`config.mk`:
```
export PLATFORM = sky130hd
export DESIGN_NAME = program_sequencer_isr
export DESIGN_NICKNAME = d
export VERILOG_FILES = /design/src/rtl/cpu_pkg.sv /design/src/rtl/next_addr_mux.sv /design/src/rtl/program_sequencer_isr.sv
export SDC_FILE = /design/constraint.sdc
export NUM_CORES = 1
export LEC_CHECK = 0
export BUFFER_PORTS_ARGS = -buffer_cell sky130_fd_sc_hd__buf_2
export CORE_ASPECT_RATIO = 1.5
export CORE_MARGIN = 3
export CORE_UTILIZATION = 45
export DETAILED_ROUTE_END_ITERATION = 8
export PLACE_DENSITY_LB_ADDON = 0.25
export SLEW_MARGIN = 20
export SYNTH_ARGS = -nofsm -noshare
export SYNTH_HDL_FRONTEND = slang
export SYNTH_SLANG_ARGS = --single-unit
```
`constraint.sdc`:
```
create_clock -name clk -period 2.28 [get_ports clk]
set_clock_uncertainty 0.15 [all_clocks]
set_input_delay 0.228 -clock clk [delete_from_list [all_inputs] [get_ports clk]]
set_output_delay 0.228 -clock clk [all_outputs]
set_load 0.01 [all_outputs]
```
`src/rtl/cpu_pkg.sv`:
```
`default_nettype none
// ============================================================================
// Module      : cpu_pkg
// Description : Shared types and constants for the 4-bit CPU program
//               sequencer: sequencer state encoding, address widths and
//               the default interrupt service routine vector.
// Revision    : 1.0 - initial release
// ============================================================================
package cpu_pkg;

    // Program-memory address width and jump-page width
    localparam int PM_AW  = 8;
    localparam int PAGE_W = 4;

    // Default program-memory address of the interrupt service routine
    localparam logic [PM_AW-1:0] C_ISR_VECTOR_DEFAULT = 8'hF0;

    // Sequencer state: running main code or servicing the interrupt
    typedef enum logic [0:0] {
        MAIN = 1'b0,
        ISR  = 1'b1
    } state_t;

endpackage : cpu_pkg
`default_nettype wire

```
`src/rtl/next_addr_mux.sv`:
```
`default_nettype none
// ============================================================================
// Module      : next_addr_mux
// Description : Combinational next-address selection. Produces the
//               sequential/jump successor (normal_next) and the final fetch
//               address (pm_addr) including reset, ISR entry and ISR return.
// Revision    : 1.0 - initial release
// ============================================================================
module next_addr_mux
    import cpu_pkg::*;
#(
    parameter logic [PM_AW-1:0] ISR_VECTOR = C_ISR_VECTOR_DEFAULT
) (
    input  logic              sync_reset,
    input  logic              jmp,
    input  logic              jmp_nz,
    input  logic              dont_jmp,
    input  logic [PAGE_W-1:0] jmp_addr,
    input  logic              interrupt,
    input  logic              rti,
    input  state_t            state,
    input  logic [PM_AW-1:0]  pc,
    input  logic [PM_AW-1:0]  saved_pc,
    output logic [PM_AW-1:0]  normal_next,
    output logic [PM_AW-1:0]  pm_addr
);

    localparam logic [PM_AW-1:0] C_ONE = 1;

    logic [PM_AW-1:0] w_jump_target;

    assign w_jump_target = {jmp_addr, {(PM_AW-PAGE_W){1'b0}}};

    // Successor address of ordinary program flow: jump target or pc+1 (wraps)
    always_comb begin
        normal_next = pc + C_ONE;
        if (jmp) begin
            normal_next = w_jump_target;
        end else if (jmp_nz && !dont_jmp) begin
            normal_next = w_jump_target;
        end
    end

    // Fetch address: reset, ISR entry and ISR return override ordinary flow
    always_comb begin
        pm_addr = normal_next;
        if (sync_reset) begin
            pm_addr = '0;
        end else if (interrupt && (state == MAIN)) begin
            pm_addr = ISR_VECTOR;
        end else if (rti && (state == ISR)) begin
            pm_addr = saved_pc;
        end
    end

endmodule : next_addr_mux
`default_nettype wire

```
`src/rtl/program_sequencer_isr.sv`:
```
`default_nettype none
// ============================================================================
// Module      : program_sequencer_isr
// Description : Program sequencer with single-level timer interrupt support.
//               Redirects fetch to ISR_VECTOR on interrupt, saves the
//               resume address, holds isr high during service and returns
//               to the saved address on rti. Interrupts during service are
//               dropped (no pending latch, no nesting).
// Revision    : 1.0 - initial release
// ============================================================================
module program_sequencer_isr
    import cpu_pkg::*;
#(
    parameter logic [PM_AW-1:0] ISR_VECTOR = C_ISR_VECTOR_DEFAULT
) (
    input  logic              clk,
    input  logic              sync_reset,
    input  logic              jmp,
    input  logic              jmp_nz,
    input  logic              dont_jmp,
    input  logic [PAGE_W-1:0] jmp_addr,
    input  logic              interrupt,
    input  logic              rti,
    output logic [PM_AW-1:0]  pm_addr,
    output logic [PM_AW-1:0]  pc,
    output logic              isr,
    output logic [PM_AW-1:0]  from_PS
);

    state_t           r_state;
    logic             r_isr;
    logic [PM_AW-1:0] r_pc;
    logic [PM_AW-1:0] r_saved_pc;
    logic [PM_AW-1:0] w_normal_next;
    logic [PM_AW-1:0] w_pm_addr;

    next_addr_mux #(
        .ISR_VECTOR (ISR_VECTOR)
    ) u_next_addr_mux (
        .sync_reset  (sync_reset),
        .jmp         (jmp),
        .jmp_nz      (jmp_nz),
        .dont_jmp    (dont_jmp),
        .jmp_addr    (jmp_addr),
        .interrupt   (interrupt),
        .rti         (rti),
        .state       (r_state),
        .pc          (r_pc),
        .saved_pc    (r_saved_pc),
        .normal_next (w_normal_next),
        .pm_addr     (w_pm_addr)
    );

    // FSM, program counter and resume-address register; isr is registered
    // alongside the state so the computational unit sees a glitch-free gate.
    // The resume address is the successor the interrupted instruction would
    // have fetched, so an in-flight jump resumes at its target.
    always_ff @(posedge clk) begin
        if (sync_reset) begin
            r_state    <= MAIN;
            r_isr      <= 1'b0;
            r_pc       <= '0;
            r_saved_pc <= '0;
        end else begin
            r_pc <= w_pm_addr;
            case (r_state)
                MAIN: begin
                    if (interrupt) begin
                        r_state    <= ISR;
                        r_isr      <= 1'b1;
                        r_saved_pc <= w_normal_next;
                    end
                end
                ISR: begin
                    // rti wins over a coincident interrupt; the interrupt is dropped
                    if (rti) begin
                        r_state <= MAIN;
                        r_isr   <= 1'b0;
                    end
                end
                default: begin
                    r_state <= MAIN;
                    r_isr   <= 1'b0;
                end
            endcase
        end
    end

    assign pm_addr = w_pm_addr;
    assign pc      = r_pc;
    assign isr     = r_isr;
    assign from_PS = r_saved_pc;

endmodule : program_sequencer_isr
`default_nettype wire

```
==> flow_summary.yaml, run 1 <==
cts:
  hold_buffers: 0
  htreeDepth: 1
  cts.clk_slew.worst_paths_ns: 0.11
  cts_made_buffers: 3
  cts_root_buffer: "clkbuf_4"
  clock-sinks: 18
  cts_tree: "built"
  clk_latency_ns: 0.30
  cts_setup_buffers: 0
  cts_resized: 0
  clockBufferDepth: 2
logic_synthesis:
  async_flop_share: 0
  syn_nets: 129
  syn_area_um2: 926
  ys_top_cells_by_area: "dfxtp_1, nand3_1, a21oi_1"
  yosys_register_bits: 18
  synth_top_area_frac: 0.389
  synth_ff_type: "dfxtp_1"
  synth_cell_type_count: 28
  ys_warn_count: 0
  synth_top_area_cell: "dfxtp_1"
  synth_seq_area_share: 0.389
  synth_edf_count: 0
  synthCells: 117
  avgSynthCellArea_um2: 7.91
die:
  die_w_um: 43.0
  top_level_ports: 36
  fp.dieArea_mm2: 0.00265
  coreArea_mm2: 0.00190
  fp-row-count: 19
  start_util: 0.487
  chipHeight_um: 61.6
critical_path:
  path_buf_inv: 1
  r2r_end: "from_PS[6]"
  r2r_start: "pc[0]"
  startpoint_type: "flop"
  cp_max_fo: 5
  end_kind: "output port"
  cp_cell_sequence: "ha_1 -> nand2_1 -> o21a_1 -> o311ai_2 -> nand3_1 -> buf_2"
  r2r_setup_slack_ns: 0.70
  critical-path-max-stage-delay_ns: 0.41
  arrival_ns: 1.74
  crit_family: "compound AO/OA/AOI/OAI gates"
  slowest_stage: "dfxtp_1"
  critPathKind: "flop to output port"
  worst-r2r-cell-count: 5
  cp_data_required_time_ns: 1.90
timing:
  tightestPinTransition_ns: 0.436
  fmax_mhz: 472
  max_slew_margin: 0.709
  fin_tns_setup_ns: 0
  hold_viol: 0
  fin_crit_ns: 2.12
  post-route-period-util: 0.928
  rsz0062_at_grt: "no"
  drv_slew: 0
  setup_violations: 0
  whs_ns: 0.0592
routing:
  drc: 0
  wl_per_cell_um: 13.5
  drtAntennaViolNets: 0
  drt-total-wl_mm: 2.32
  vias: 966
  first_pass_iters: 4
  drt-vias-per-instance: 5.65
  drtIter0Drc: 19
final_layout:
  syn2layout_area_growth_pct: 21.5
  antenna_cells: 0
  drive_above_1_share: 0.287
  num-fill-cells: 188
  final_area_mm2: 0.00112
  nNetsFinal: 163
  layoutNonFillerInstCount: 171
grt:
  grt_pass1_vias: 866
  grt_pass1_wl_mm: 3.71
  grt_antenna_before_repair: 0
  grt_usage: 0.185
  grt_max_degree: 12
  grt_overflow: 0
min_path:
  holdPathEnd: "r_state"
  hold_start: "interrupt"
  holdCritPathClass: "input port to flop"
  whs_path_depth: 3
placement:
  dp_cells: 167
  place_area_mm2: 0.00109
  port_buffers: 35
  hpwl_mm: 1.87
  place.gp.congestion: 0.848
job:
  maxCapViolations: 0
status:
  status: "completed"
power_and_ir_drop:
  leakage_nw: 0.494
  ir_worst_vdd_mv: 0.528
  p_per_area_mw_per_mm2: 608
worst reg2reg max path: stages, from the launching register on:
cell and delay (ns):
dfxtp_1 0.41, ha_1 0.23, nand2_1 0.09, o21a_1 0.22, o311ai_1 0.30, nand2_1 0.08
logic make-up after synthesis:
logic type | share of synthesized area
AND/OR/NAND/NOR | 0.289
AO/OA/AOI/OAI | 0.234
flip-flops | 0.389
buffers and inverters | 0.0459
XOR/XNOR | 0.0284
adder cells (fa/ha/maj) | 0.0135
state kept, by name, summed over array words and instances, names as in the netlist:
signal / count
r_state: 1
from_PS: 8
isr: 1
pc: 8
through the flow:
step | power (mW) | util | setup WS (ns)
6_report | 0.684 | 0.591 | 0.164
4_1_cts | 0.685 | 0.591 | 0.162
2_1_floorplan | 0.444 | - | 0.611
3_5_place_dp | 0.491 | 0.572 | 0.500
3_3_place_gp | 0.487 | 0.572 | 0.545
5_1_grt | 0.713 | 0.591 | 0.0462
power breakdown:
part,switching [mW],total (mW),internal (mW)
Combinational,0.0801,0.133,0.0527
Clock,0.103,0.201,0.0974
Sequential,0.0172,0.351,0.333
Total,0.201,0.684,0.484
cells in the final DEF, fill, tap and decap left out:
master	n
buf_2	35
dfxtp_1	18
nand3_1	17
nand2_1	16
a21oi_1	15
nor2_1	8
nor3_1	5
o21ai_0	4
o21a_1	3
o21bai_1	3
xnor2_1	3
clkbuf_4	3
o311ai_2	2
o211ai_1	2
nor4_1	2
o311ai_1	2
nor2b_4	1
or2_1	1
and2_1	1
clkinv_1	1
nor2b_1	1
nor3_2	1
nand2b_1	1
a31oi_1	1
nand4_1	1
o21ai_1	1
ha_1	1
clkbuf_8	1
per-layer routing:
layer	GRT usage	wire length (um)
met3	0.0322	135
met5	0	0
met4	0.0819	22
met1	0.179	895
met2	0.373	1260
synthesized netlist by cell type (all sizes together) (2+ instances only):
| cell type | instances |
|---|---|
| o21ai | 5 |
| dfxtp | 18 |
| o211ai | 2 |
| xnor2 | 3 |
| o311ai | 4 |
| nor2 | 8 |
| o21bai | 3 |
| nand2 | 16 |
| nor2b | 2 |
| clkbuf | 3 |
| a21oi | 15 |
| nand3 | 17 |
| buf | 3 |
| nor4 | 2 |
| o21a | 3 |
| nor3 | 6 |
worst max path at each step:
stage	cells past startpoint	from	end
floorplan	5	pc[0]	pm_addr[6]
global placement	6	pc[0]	pm_addr[6]
detailed placement	6	pc[0]	pm_addr[6]
CTS	6	pc[0]	pm_addr[6]
global route	6	pc[0]	pm_addr[6]
finish	6	pc[0]	pm_addr[6]
cell type report:
type / count / area (um^2) / share of cell area
repair buffers: 35 / 175 / 0.156
inverters: 1 / 3.75 / 0.00334
multi-input cells: 92 / 523 / 0.465
clock buffers: 4 / 36.3 / 0.0323
well taps: 21 / 26.3 / 0.0234
flip-flops and latches: 18 / 360 / 0.320
Power figures use the tool's default switching activity.
==> run 2, diff against run 1 <==
--- a/config.mk
+++ b/config.mk
@@ -5,6 +5,7 @@
 export SDC_FILE = /design/constraint.sdc
 export NUM_CORES = 1
 export LEC_CHECK = 0
+export ABC_AREA = 1
 export BUFFER_PORTS_ARGS = -buffer_cell sky130_fd_sc_hd__buf_2
 export CORE_ASPECT_RATIO = 1.5
 export CORE_MARGIN = 3
==> flow_summary.yaml, run 2 <==
status:
  status: "completed"
placement:
  dp_cells: 184
  port_buffers: 35
  place.gp.congestion: 0.857
  hpwl_mm: 1.60
die:
  coreArea_mm2: 0.00185
  fp.dieArea_mm2: 0.00256
  fp-row-count: 19
  die_w_um: 42.4
  chipHeight_um: 60.5
  start_util: 0.481
  top_level_ports: 36
cts:
  hold_buffers: 0
  cts_resized: 0
  clock-sinks: 18
  clockBufferDepth: 2
  cts_setup_buffers: 0
  cts.clk_slew.worst_paths_ns: 0.09
  clk_latency_ns: 0.29
  cts_root_buffer: "clkbuf_4"
  cts_tree: "built"
  htreeDepth: 1
  cts_made_buffers: 3
critical_path:
  r2r_end: "pc[6]"
  r2r_setup_slack_ns: 0.80
  critPathKind: "flop to output port"
  worst-r2r-cell-count: 5
  cp_data_required_time_ns: 1.90
  cp_max_fo: 11
  startpoint_type: "flop"
  r2r_start: "r_state"
  end_kind: "output port"
  arrival_ns: 1.69
logic_synthesis:
  syn_area_um2: 892
  yosysMostFrequentCell: "nand2_1"
  avgSynthCellArea_um2: 6.86
  synth_seq_area_share: 0.404
  syn_nets: 142
  synth.cells.most_frequent: "nand2_1, dfxtp_1, inv_1"
  synth_top_area_cell: "dfxtp_1"
  ys_warn_count: 0
  synth_edf_count: 0
  synth_ff_type: "dfxtp_1"
  yosys_register_bits: 18
  ys_top_cells_by_area: "dfxtp_1, nand2_1, inv_1"
  synth_cell_type_count: 20
  synth_top_area_frac: 0.404
  async_flop_share: 0
  synthCells: 130
grt:
  grt_pass1_wl_mm: 3.30
  grt_usage: 0.167
  grt_max_degree: 13
  grt_antenna_before_repair: 0
  grt_overflow: 0
  grt_pass1_vias: 819
power_and_ir_drop:
  leakage_nw: 0.622
  p_per_area_mw_per_mm2: 581
  ir_worst_vdd_mv: 0.487
routing:
  drtAntennaViolNets: 0
  drt-total-wl_mm: 1.97
  drtIter0Drc: 25
  dr_wl_met2_um: 955
  first_pass_iters: 4
  highest_layer: "met4"
  wl_per_cell_um: 10.6
  met1Wirelength_um: 828
  drt-vias-per-instance: 4.93
  met3_length_um: 125
  drc: 0
  vias: 922
min_path:
  holdCritPathClass: "input port to flop"
  hold_start: "interrupt"
  holdPathEnd: "isr"
  whs_path_depth: 3
timing:
  max_slew_margin: 0.769
  post-route-period-util: 0.907
  fin_crit_ns: 2.07
  setup_violations: 0
  drv_slew: 0
  fmax_mhz: 483
  fin_tns_setup_ns: 0
  rsz0062_at_grt: "no"
  tightestPinTransition_ns: 0.345
  hold_viol: 0
job:
  maxCapViolations: 0
final_layout:
  num-fill-cells: 192
  drive_above_1_share: 0.277
  final_util: 0.593
  antenna_cells: 0
  nNetsFinal: 180
  layout_commonest_cell: "nand2_1"
  layout_common_cells: "nand2_1, buf_2, dfxtp_1, inv_1, nand3_1"
  syn2layout_area_growth_pct: 23.3
  layoutNonFillerInstCount: 187
==> run 2: power by group <==
group          switching, mW  total (mW)  leakage [nW]  internal (mW)
clock                 0.0907       0.152        0.0138         0.0615
sequential            0.0174       0.353         0.148          0.335
combinational         0.0812       0.134         0.461         0.0530
==> run 2: worst max-delay path, cell delays in order, from the launching register on <==
cell and delay, ns:
dfxtp_1 0.33, nand2_1 0.25, inv_1 0.16, nor2_1 0.31, nand3_1 0.16, nand2_1 0.08
buf_2 0.12
==> run 2: logic make-up (layout without fill, tap and decap cells) <==
group | count (synthesis) | after routing | synth area share
AO/OA/AOI/OAI | 21 | 21 | 0.137
buffers and inverters | 19 | 55 | 0.0898
adder cells (fa/ha/maj) | 1 | 1 | 0.0140
AND/OR/NAND/NOR | 71 | 71 | 0.355
flip-flops | 18 | 18 | 0.404
==> run 2: how the worst max path moves through the flow <==
stage | startpoint | to | cells after the start
after floorplan | pc[0] | pm_addr[4] | 7
after global placement | rti | pm_addr[6] | 7
after detailed placement | rti | pm_addr[6] | 7
after CTS | r_state | pm_addr[6] | 6
after global routing | r_state | pm_addr[6] | 6
final | r_state | pm_addr[6] | 6
==> run 2: cell type report <==
cell class              count  area (um^2)  share of cell area
flip-flops and latches     18          360               0.328
multi-input cells          93          452               0.411
well taps                  21         26.3              0.0239
clock buffers               3         22.5              0.0205
inverters                  17         63.8              0.0580
repair buffers             35          175               0.159
==> run 2: stage by stage <==
stage / hold slack [ns] / instance area [um^2] / setup WS [ns] / power, mW
2_1_floorplan: 0.213 / 892 / 0.777 / 0.444
3_3_place_gp: 0.307 / 1080 / 0.601 / 0.492
3_5_place_dp: 0.312 / 1080 / 0.524 / 0.495
4_1_cts: 0.0691 / 1100 / 0.200 / 0.645
5_1_grt: 0.113 / 1100 / 0.0564 / 0.675
6_report: 0.0723 / 1100 / 0.211 / 0.639
==> run 2: per-layer routing <==
metal / GRT usage / vias to the layer above
met5: 0 / -
met1: 0.181 / 395
li1: - / 489
met4: 0.133 / 0
met3: 0.0237 / 7
met2: 0.290 / 31
==> run 3, diff against run 2 <==
--- a/config.mk
+++ b/config.mk
@@ -7,7 +7,7 @@
 export LEC_CHECK = 0
 export ABC_AREA = 1
 export BUFFER_PORTS_ARGS = -buffer_cell sky130_fd_sc_hd__buf_2
-export CORE_ASPECT_RATIO = 1.5
+export CORE_ASPECT_RATIO = 0.75
 export CORE_MARGIN = 3
 export CORE_UTILIZATION = 45
 export DETAILED_ROUTE_END_ITERATION = 8
==> flow_summary.yaml, run 3 (same netlist as run 2, synthesis figures left out) <==
status:
  status: "completed"
die:
  coreArea_mm2: 0.00181
  top_level_ports: 36
  fp.dieArea_mm2: 0.00256
  die_w_um: 57.4
  chipHeight_um: 44.6
  fp-row-count: 13
  start_util: 0.494
placement:
  place.gp.congestion: 0.785
  place_area_mm2: 0.00108
  port_buffers: 35
  hpwl_mm: 1.72
  preCtsSetupSlack_ns: 0.524
  dp_cells: 185
final_layout:
  final_util: 0.610
  nNetsFinal: 180
  antenna_cells: 0
  final_area_mm2: 0.00110
  drive_above_1_share: 0.277
  layoutNonFillerInstCount: 188
  layout_commonest_cell: "nand2_1"
  layout_common_cells: "nand2_1, buf_2, dfxtp_1, inv_1, nand3_1"
  syn2layout_area_growth_pct: 23.4
power_and_ir_drop:
  p_per_area_mw_per_mm2: 584
  ir_worst_vdd_mv: 0.421
  leakage_nw: 0.622
routing:
  drc: 0
  highest_layer: "met4"
  met1Wirelength_mm: 1.04
  vias: 953
  drt-vias-per-instance: 5.07
  drtAntennaViolNets: 0
  wl_per_cell_um: 11.3
  dr_wl_met2_um: 912
  drt-total-wl_mm: 2.12
  met3_length_um: 156
  first_pass_iters: 4
  drtIter0Drc: 38
cts:
  cts_resized: 0
  cts_tree: "built"
  clock-sinks: 18
  cts_setup_buffers: 0
  cts_made_buffers: 3
  clockBufferDepth: 2
  htreeDepth: 1
  cts_root_buffer: "clkbuf_4"
  hold_buffers: 0
  cts.clk_slew.worst_paths_ns: 0.10
  clk_latency_ns: 0.28
critical_path:
  cp_max_fo: 11
  startpoint_type: "flop"
  end_kind: "output port"
  worst-r2r-cell-count: 5
  critPathKind: "flop to output port"
  cp_data_required_time_ns: 1.90
  arrival_ns: 1.70
min_path:
  whs_path_depth: 3
  holdCritPathClass: "input port to flop"
grt:
  grt_overflow: 0
  grt_pass1_wl_mm: 3.58
  grt_max_degree: 13
  grt_pass1_vias: 826
  grt_antenna_before_repair: 0
  grt_usage: 0.179
timing:
  setup_violations: 0
  rsz0062_at_grt: "no"
  drv_slew: 0
  hold_viol: 0
  post-route-period-util: 0.911
  tightestPinTransition_ns: 0.341
  max_slew_margin: 0.772
  fin_crit_ns: 2.08
  fin_tns_setup_ns: 0
  setup_ws_ns: 0.203
  fmax_mhz: 482
job:
  maxCapViolations: 0
run 3: routing by layer:
layer	GRT usage	vias up
met5	0	-
met4	0.0463	0
met1	0.241	434
met2	0.286	31
met3	0.0466	2
li1	-	486
run 3: worst paths after layout:
| path | from | slack, ns | endpoint |
|---|---|---|---|
| worst max-delay path | r_state | 0.20 | pm_addr[6] |
| worst min-delay path | interrupt | 0.06 | r_state |
| worst max register to register | r_state | 0.82 | pc[6] |
| worst min register to register | from_PS[4] | 0.33 | from_PS[4] |
run 3: worst max-delay path: stages, from the launching register on:
cell,delay (ns)
dfxtp_1,0.33
nand2_1,0.24
inv_1,0.15
nor2_1,0.30
nand3_1,0.15
nand2_1,0.10
buf_2,0.14
run 3: power breakdown:
group	switching [mW]	internal, mW
logic	0.0861	0.0531
registers	0.0172	0.335
clock network	0.0896	0.0612
run 3: cell type report:
cell class | count | area (um^2)
fillers | 187 | 704
multi-input cells | 93 | 452
flip-flops and latches | 18 | 360
repair buffers | 35 | 175
inverters | 17 | 63.8
well taps | 22 | 27.5
clock buffers | 3 | 22.5
run 3: metrics by stage:
stage	hold slack, ns	total power [mW]
3_3_place_gp	0.314	0.493
6_report	0.0640	0.643
3_5_place_dp	0.318	0.498
5_1_grt	0.0670	0.683
2_1_floorplan	0.213	0.444
4_1_cts	0.0586	0.645
